$ cat config.mk
export PLATFORM = sky130hd
export DESIGN_NAME = vga_timing_gen
export DESIGN_NICKNAME = d
export VERILOG_FILES = /design/src/rtl/vga_timing_gen.sv
export SDC_FILE = /design/constraint.sdc
export NUM_CORES = 1
export LEC_CHECK = 0
export ABC_AREA = 0
export BUFFER_PORTS_ARGS = -buffer_cell sky130_fd_sc_hd__buf_4
export CORE_MARGIN = 2
export CORE_UTILIZATION = 60
export CTS_CLUSTER_SIZE = 40
export DETAILED_ROUTE_END_ITERATION = 6
export HOLD_SLACK_MARGIN = 0.15
export PLACE_DENSITY = 0.95
export SYNTH_ARGS = -nofsm -noshare
export SYNTH_HDL_FRONTEND = slang
export SYNTH_SLANG_ARGS = --single-unit
$ cat constraint.sdc
create_clock -name clk -period 5.85 [get_ports clk]
set_input_delay 0.8775 -clock clk [delete_from_list [all_inputs] [get_ports clk]]
set_output_delay 0.8775 -clock clk [all_outputs]
set_load 0.05 [all_outputs]
$ cat src/rtl/vga_timing_gen.sv
// vga_timing_gen: raster timing source for the VGA path.
//   Generates hpos/vpos counters and the hsync, vsync, visible, line_start
//   and frame_start flags, one pixel per clk. Every output is registered and
//   describes the same raster position in the same cycle.
//
// Ports:
//   clk          in   pixel clock
//   rst_n        in   synchronous active-low reset
//   hsync        out  horizontal sync, active level HSYNC_POL
//   vsync        out  vertical sync, active level VSYNC_POL
//   hpos         out  pixel column, 0..H_TOTAL-1
//   vpos         out  line, 0..V_TOTAL-1
//   visible      out  high inside the active H and V region
//   line_start   out  one-cycle pulse at hpos==0
//   frame_start  out  one-cycle pulse at hpos==0 && vpos==0
//   frame_cnt    out  frame counter (only with VGA_TIMING_FRAME_CNT_EN)
//
// Optional feature macro: VGA_TIMING_FRAME_CNT_EN adds the frame_cnt port
// and register. Without it the port and register are absent.
module vga_timing_gen #(
    parameter int H_DISPLAY = 640,
    parameter int H_FRONT   = 16,
    parameter int H_SYNC    = 96,
    parameter int H_BACK    = 48,
    parameter int V_DISPLAY = 480,
    parameter int V_FRONT   = 10,
    parameter int V_SYNC    = 2,
    parameter int V_BACK    = 33,
    parameter bit HSYNC_POL = 1'b0,
    parameter bit VSYNC_POL = 1'b0,
    parameter int FRAME_W   = 10
) (
    input  logic       clk,
    input  logic       rst_n,
    output logic       hsync,
    output logic       vsync,
    output logic [9:0] hpos,
    output logic [9:0] vpos,
    output logic       visible,
    output logic       line_start,
    output logic       frame_start
`ifdef VGA_TIMING_FRAME_CNT_EN
    ,
    output logic [FRAME_W-1:0] frame_cnt
`endif
);

    localparam int H_TOTAL = H_DISPLAY + H_FRONT + H_SYNC + H_BACK;
    localparam int V_TOTAL = V_DISPLAY + V_FRONT + V_SYNC + V_BACK;

    // Region boundaries as 10-bit counter values.
    localparam logic [9:0] H_LAST    = 10'(H_TOTAL - 1);
    localparam logic [9:0] H_FP_AT   = 10'(H_DISPLAY);
    localparam logic [9:0] H_SYN_AT  = 10'(H_DISPLAY + H_FRONT);
    localparam logic [9:0] H_BP_AT   = 10'(H_DISPLAY + H_FRONT + H_SYNC);
    localparam logic [9:0] V_LAST    = 10'(V_TOTAL - 1);
    localparam logic [9:0] V_FP_AT   = 10'(V_DISPLAY);
    localparam logic [9:0] V_SYN_AT  = 10'(V_DISPLAY + V_FRONT);
    localparam logic [9:0] V_BP_AT   = 10'(V_DISPLAY + V_FRONT + V_SYNC);

    // Elaboration-time parameter checks.
    if (H_FRONT < 1 || H_SYNC < 1 || H_BACK < 1 ||
        V_FRONT < 1 || V_SYNC < 1 || V_BACK < 1) begin : g_bad_porch
        $error("vga_timing_gen: porch/sync parameters must be >= 1");
    end
    if (H_TOTAL > 1024 || V_TOTAL > 1024) begin : g_bad_total
        $error("vga_timing_gen: H_TOTAL and V_TOTAL must be <= 1024");
    end

    typedef enum logic [1:0] {H_ACT, H_FP, H_SYN, H_BP} h_state_t;
    typedef enum logic [1:0] {V_ACT, V_FP, V_SYN, V_BP} v_state_t;

    h_state_t   h_state, h_state_nxt;
    v_state_t   v_state, v_state_nxt;
    logic [9:0] hpos_nxt, vpos_nxt;
    logic       h_wrap;

    // Next-state counters; the flags below are derived from these so that
    // they line up with the registered counters.
    always_comb begin
        h_wrap   = (hpos == H_LAST);
        hpos_nxt = h_wrap ? 10'd0 : 10'(hpos + 10'd1);
        vpos_nxt = vpos;
        if (h_wrap) begin
            vpos_nxt = (vpos == V_LAST) ? 10'd0 : 10'(vpos + 10'd1);
        end
    end

    // Horizontal region FSM, steps every pixel.
    always_comb begin
        h_state_nxt = h_state;
        case (h_state)
            H_ACT: if (hpos_nxt == H_FP_AT)  h_state_nxt = H_FP;
            H_FP:  if (hpos_nxt == H_SYN_AT) h_state_nxt = H_SYN;
            H_SYN: if (hpos_nxt == H_BP_AT)  h_state_nxt = H_BP;
            H_BP:  if (hpos_nxt == 10'd0)    h_state_nxt = H_ACT;
            default: h_state_nxt = H_ACT;
        endcase
    end

    // Vertical region FSM, steps only on a line wrap.
    always_comb begin
        v_state_nxt = v_state;
        if (h_wrap) begin
            case (v_state)
                V_ACT: if (vpos_nxt == V_FP_AT)  v_state_nxt = V_FP;
                V_FP:  if (vpos_nxt == V_SYN_AT) v_state_nxt = V_SYN;
                V_SYN: if (vpos_nxt == V_BP_AT)  v_state_nxt = V_BP;
                V_BP:  if (vpos_nxt == 10'd0)    v_state_nxt = V_ACT;
                default: v_state_nxt = V_ACT;
            endcase
        end
    end

    always_ff @(posedge clk) begin
        if (!rst_n) begin
            h_state <= H_ACT;
            v_state <= V_ACT;
        end else begin
            h_state <= h_state_nxt;
            v_state <= v_state_nxt;
        end
    end

    // Registered outputs. In reset visible is forced low even though the
    // counters sit at (0,0); that is what blanks pixel (0,0) of the first
    // frame after reset.
    always_ff @(posedge clk) begin
        if (!rst_n) begin
            hpos        <= 10'd0;
            vpos        <= 10'd0;
            visible     <= 1'b0;
            line_start  <= 1'b0;
            frame_start <= 1'b0;
            hsync       <= ~HSYNC_POL;
            vsync       <= ~VSYNC_POL;
        end else begin
            hpos        <= hpos_nxt;
            vpos        <= vpos_nxt;
            visible     <= (h_state_nxt == H_ACT) && (v_state_nxt == V_ACT);
            line_start  <= (hpos_nxt == 10'd0);
            frame_start <= (hpos_nxt == 10'd0) && (vpos_nxt == 10'd0);
            hsync       <= (h_state_nxt == H_SYN) ? HSYNC_POL : ~HSYNC_POL;
            vsync       <= (v_state_nxt == V_SYN) ? VSYNC_POL : ~VSYNC_POL;
        end
    end

`ifdef VGA_TIMING_FRAME_CNT_EN
    // Bumps on the same edge that raises frame_start, so the new count is
    // presented alongside the pulse.
    always_ff @(posedge clk) begin
        if (!rst_n) begin
            frame_cnt <= '0;
        end else if (hpos_nxt == 10'd0 && vpos_nxt == 10'd0) begin
            frame_cnt <= FRAME_W'(frame_cnt + 1'b1);
        end
    end
`else
    // Frame counter not built.
`endif

endmodule
==> results.py <==
metrics = {
    "detailed_routing": {
        "drc": 0,
        "routed_wl_um": 4460,
        "vias": 1921,
        "ant_nets": 0,
        "post_drt_wl_per_cell_um": 15.6,
        "drt_iter0_markers": 151,
        "dr.pass1.iters": 5,
        "vias_per_cell": 6.69,
    },
    "critical_path": {
        "crit_fanout": 9,
        "critPathTopFamily": "simple AND/OR/NAND/NOR gates",
        "start_kind": "register",
        "worst_path_largest_cell_delay_ps": 600,
        "cp.required_ps": 6100,
        "criticalPathCategory": "register to register",
        "critPathBufInv": 0,
        "cp-end-kind": "register",
        "slowest_stage": "or4_1",
        "crit_path_cell_trace": "ha_1, nand4_1, or4_1, a31oi_1, nand2_1, nor4_1, nor4b_1",
        "arrival_ps": 3360,
    },
    "power_and_ir_drop": {
        "ir_drop_uv": 183,
        "p_leak_uw": 0.000761,
        "p_per_area_nw_per_um2": 198,
    },
    "clocking": {
        "cts_tree": "done",
        "numClockSinks": 29,
        "clock_latency_ps": 350,
        "post_cts_buffers": 0,
        "cts_made_buffers": 5,
        "clockBufferDepth": 2,
        "clkSlewWorstSetupHoldPaths_ps": 100,
        "h-tree-depth": 2,
        "cts_resized": 0,
        "postCtsHoldBufs": 0,
        "root_buffer": "clkbuf_4",
    },
    "run_status": {
        "run_status": "finished, final reports clean",
    },
    "logic_synthesis": {
        "synth.avg_cell_area_um2": 7.85,
        "syn_inst": 238,
        "synth-async-reset-ratio": 0,
        "synth_warnings": 0,
        "syn_nets": 243,
        "synth_top_area_frac": 0.311,
        "synthTopCellsByCount": "dfxtp_1, nand2_1, nor2_1, nand3_1, clkbuf_1",
        "ys_ff_latch": 29,
        "yosys.area.top_type": "dfxtp_1",
        "yosys-top-cells-area": "dfxtp_1, nand2_1, nand3_1",
        "synth_edf_count": 0,
        "synth_most_common_cell": "dfxtp_1",
        "syn_area_um2": 1870,
        "ys_seq_area_frac": 0.311,
        "synth_ff_type": "dfxtp_1",
        "yosysUniqueCellTypes": 54,
    },
    "sta": {
        "fin_crit_sh": 0.532,
        "finalSetupViolations": 0,
        "finClkSkew_ps": 10.2,
        "max_freq_ghz": 0.321,
        "finalCriticalPeriod_ps": 3110,
        "rsz0062_at_grt": "false",
        "relSlewSlack": 0.638,
        "setup_tns_ps": 0,
        "tightest_slew_ps": 539,
        "hold_viol": 0,
        "slew_viol_final": 0,
        "worst_slack_ps": 2740,
    },
    "finish": {
        "num_antenna_cells": 0,
        "fin_nets": 258,
        "area_delta_synth_final_pct": 12.5,
        "drive_above_1_share": 0.157,
    },
    "worst_hold_path": {
        "hold_class": "register to register",
    },
    "flow_run": {
        "drv_cap": 0,
    },
    "global_routing": {
        "overflow": 0,
        "grt_pass1_vias": 1578,
        "grt_pass1_wl_um": 7100,
        "antenna_found_initial": 0,
        "grt_usage": 0.265,
        "grt_max_degree": 18,
    },
    "floorplanning": {
        "start_util": 0.622,
        "die_area_um2": 3580,
        "rows": 20,
        "die_width_um": 59.8,
        "core_area_um2": 3000,
        "fp.dieH_um": 59.8,
        "io_pins": 27,
    },
    "placement": {
        "pre_cts_ws_ps": 2840,
        "globalplace.congestion": 0.996,
        "hpwlAfterDp_um": 3080,
        "port_buffers": 26,
    },
}
layer usage:
metal	vias to the layer above	wire length, um	GRT usage
li1	906	-	-
met4	0	65	0.121
met5	-	0	0
met3	10	426	0.0693
met2	123	1950	0.366
met1	882	2020	0.381
stage by stage:
| stage | cell area (um2) | util | total power, uW | hold WS [ps] | std cells |
|---|---|---|---|---|---|
| 2_1_floorplan | 1870 | - | 242 | 548 | 238 |
| 3_3_place_gp | 2020 | 0.672 | 251 | 468 | 279 |
| 3_5_place_dp | 2020 | 0.672 | 251 | 489 | 279 |
| 4_1_cts | 2100 | 0.700 | 422 | 516 | 287 |
| 5_1_grt | 2100 | 0.700 | 433 | 572 | 287 |
| 6_report | 2100 | 0.700 | 417 | 517 | 287 |
cell families after synthesis:
family / after synthesis / synth area share
simple gates: 119 / 0.361
mux: 3 / 0.0161
buf+inv: 27 / 0.0643
flops: 29 / 0.311
compound gates: 45 / 0.171
fa+ha+maj: 3 / 0.0201
xor+xnor: 12 / 0.0563
state kept, by name, indices dropped and copies added, names as in the netlist:
signal	cells
vpos	10
visible	1
vsync	1
hpos	10
h_state	2
frame_start	1
v_state	2
line_start	1
hsync	1
path summary, 6_finish.rpt:
path                              start     endpoint  slack (ps)  cells past startpoint
worst max-delay path            hpos[0]  frame_start        2740                      7
worst min-delay path            hpos[0]      hpos[0]         520                      1
worst max register to register  hpos[0]  frame_start        2740                      7
worst min register to register  hpos[0]      hpos[0]         520                      1
area by class of cell:
| type | count | area, um2 |
|---|---|---|
| Clock buffer | 5 | 37.5 |
| Clock inverter | 3 | 46.3 |
| Fill cell | 242 | 901 |
| Inverter | 9 | 33.8 |
| Multi-Input combinational cell | 182 | 1170 |
| Sequential cell | 29 | 581 |
| Tap cell | 33 | 41.3 |
| Timing Repair Buffer | 26 | 195 |
cell usage in the layout, fill, tap and decap left out, drive strengths merged, types with 8 or more instances in the layout:
master and count:
dfxtp 29, nor3 12, nor2 19, xnor2 8, nand3 16, buf 26
a21oi 11, inv 8, nand2 23, nor4 8
power breakdown:
group,total (uW),internal [uW],switching (uW)
Sequential,206,201,5.65
Combinational,41.0,13.1,27.9
Clock,170,90.4,79.3
Power figures use the tool's default switching activity.
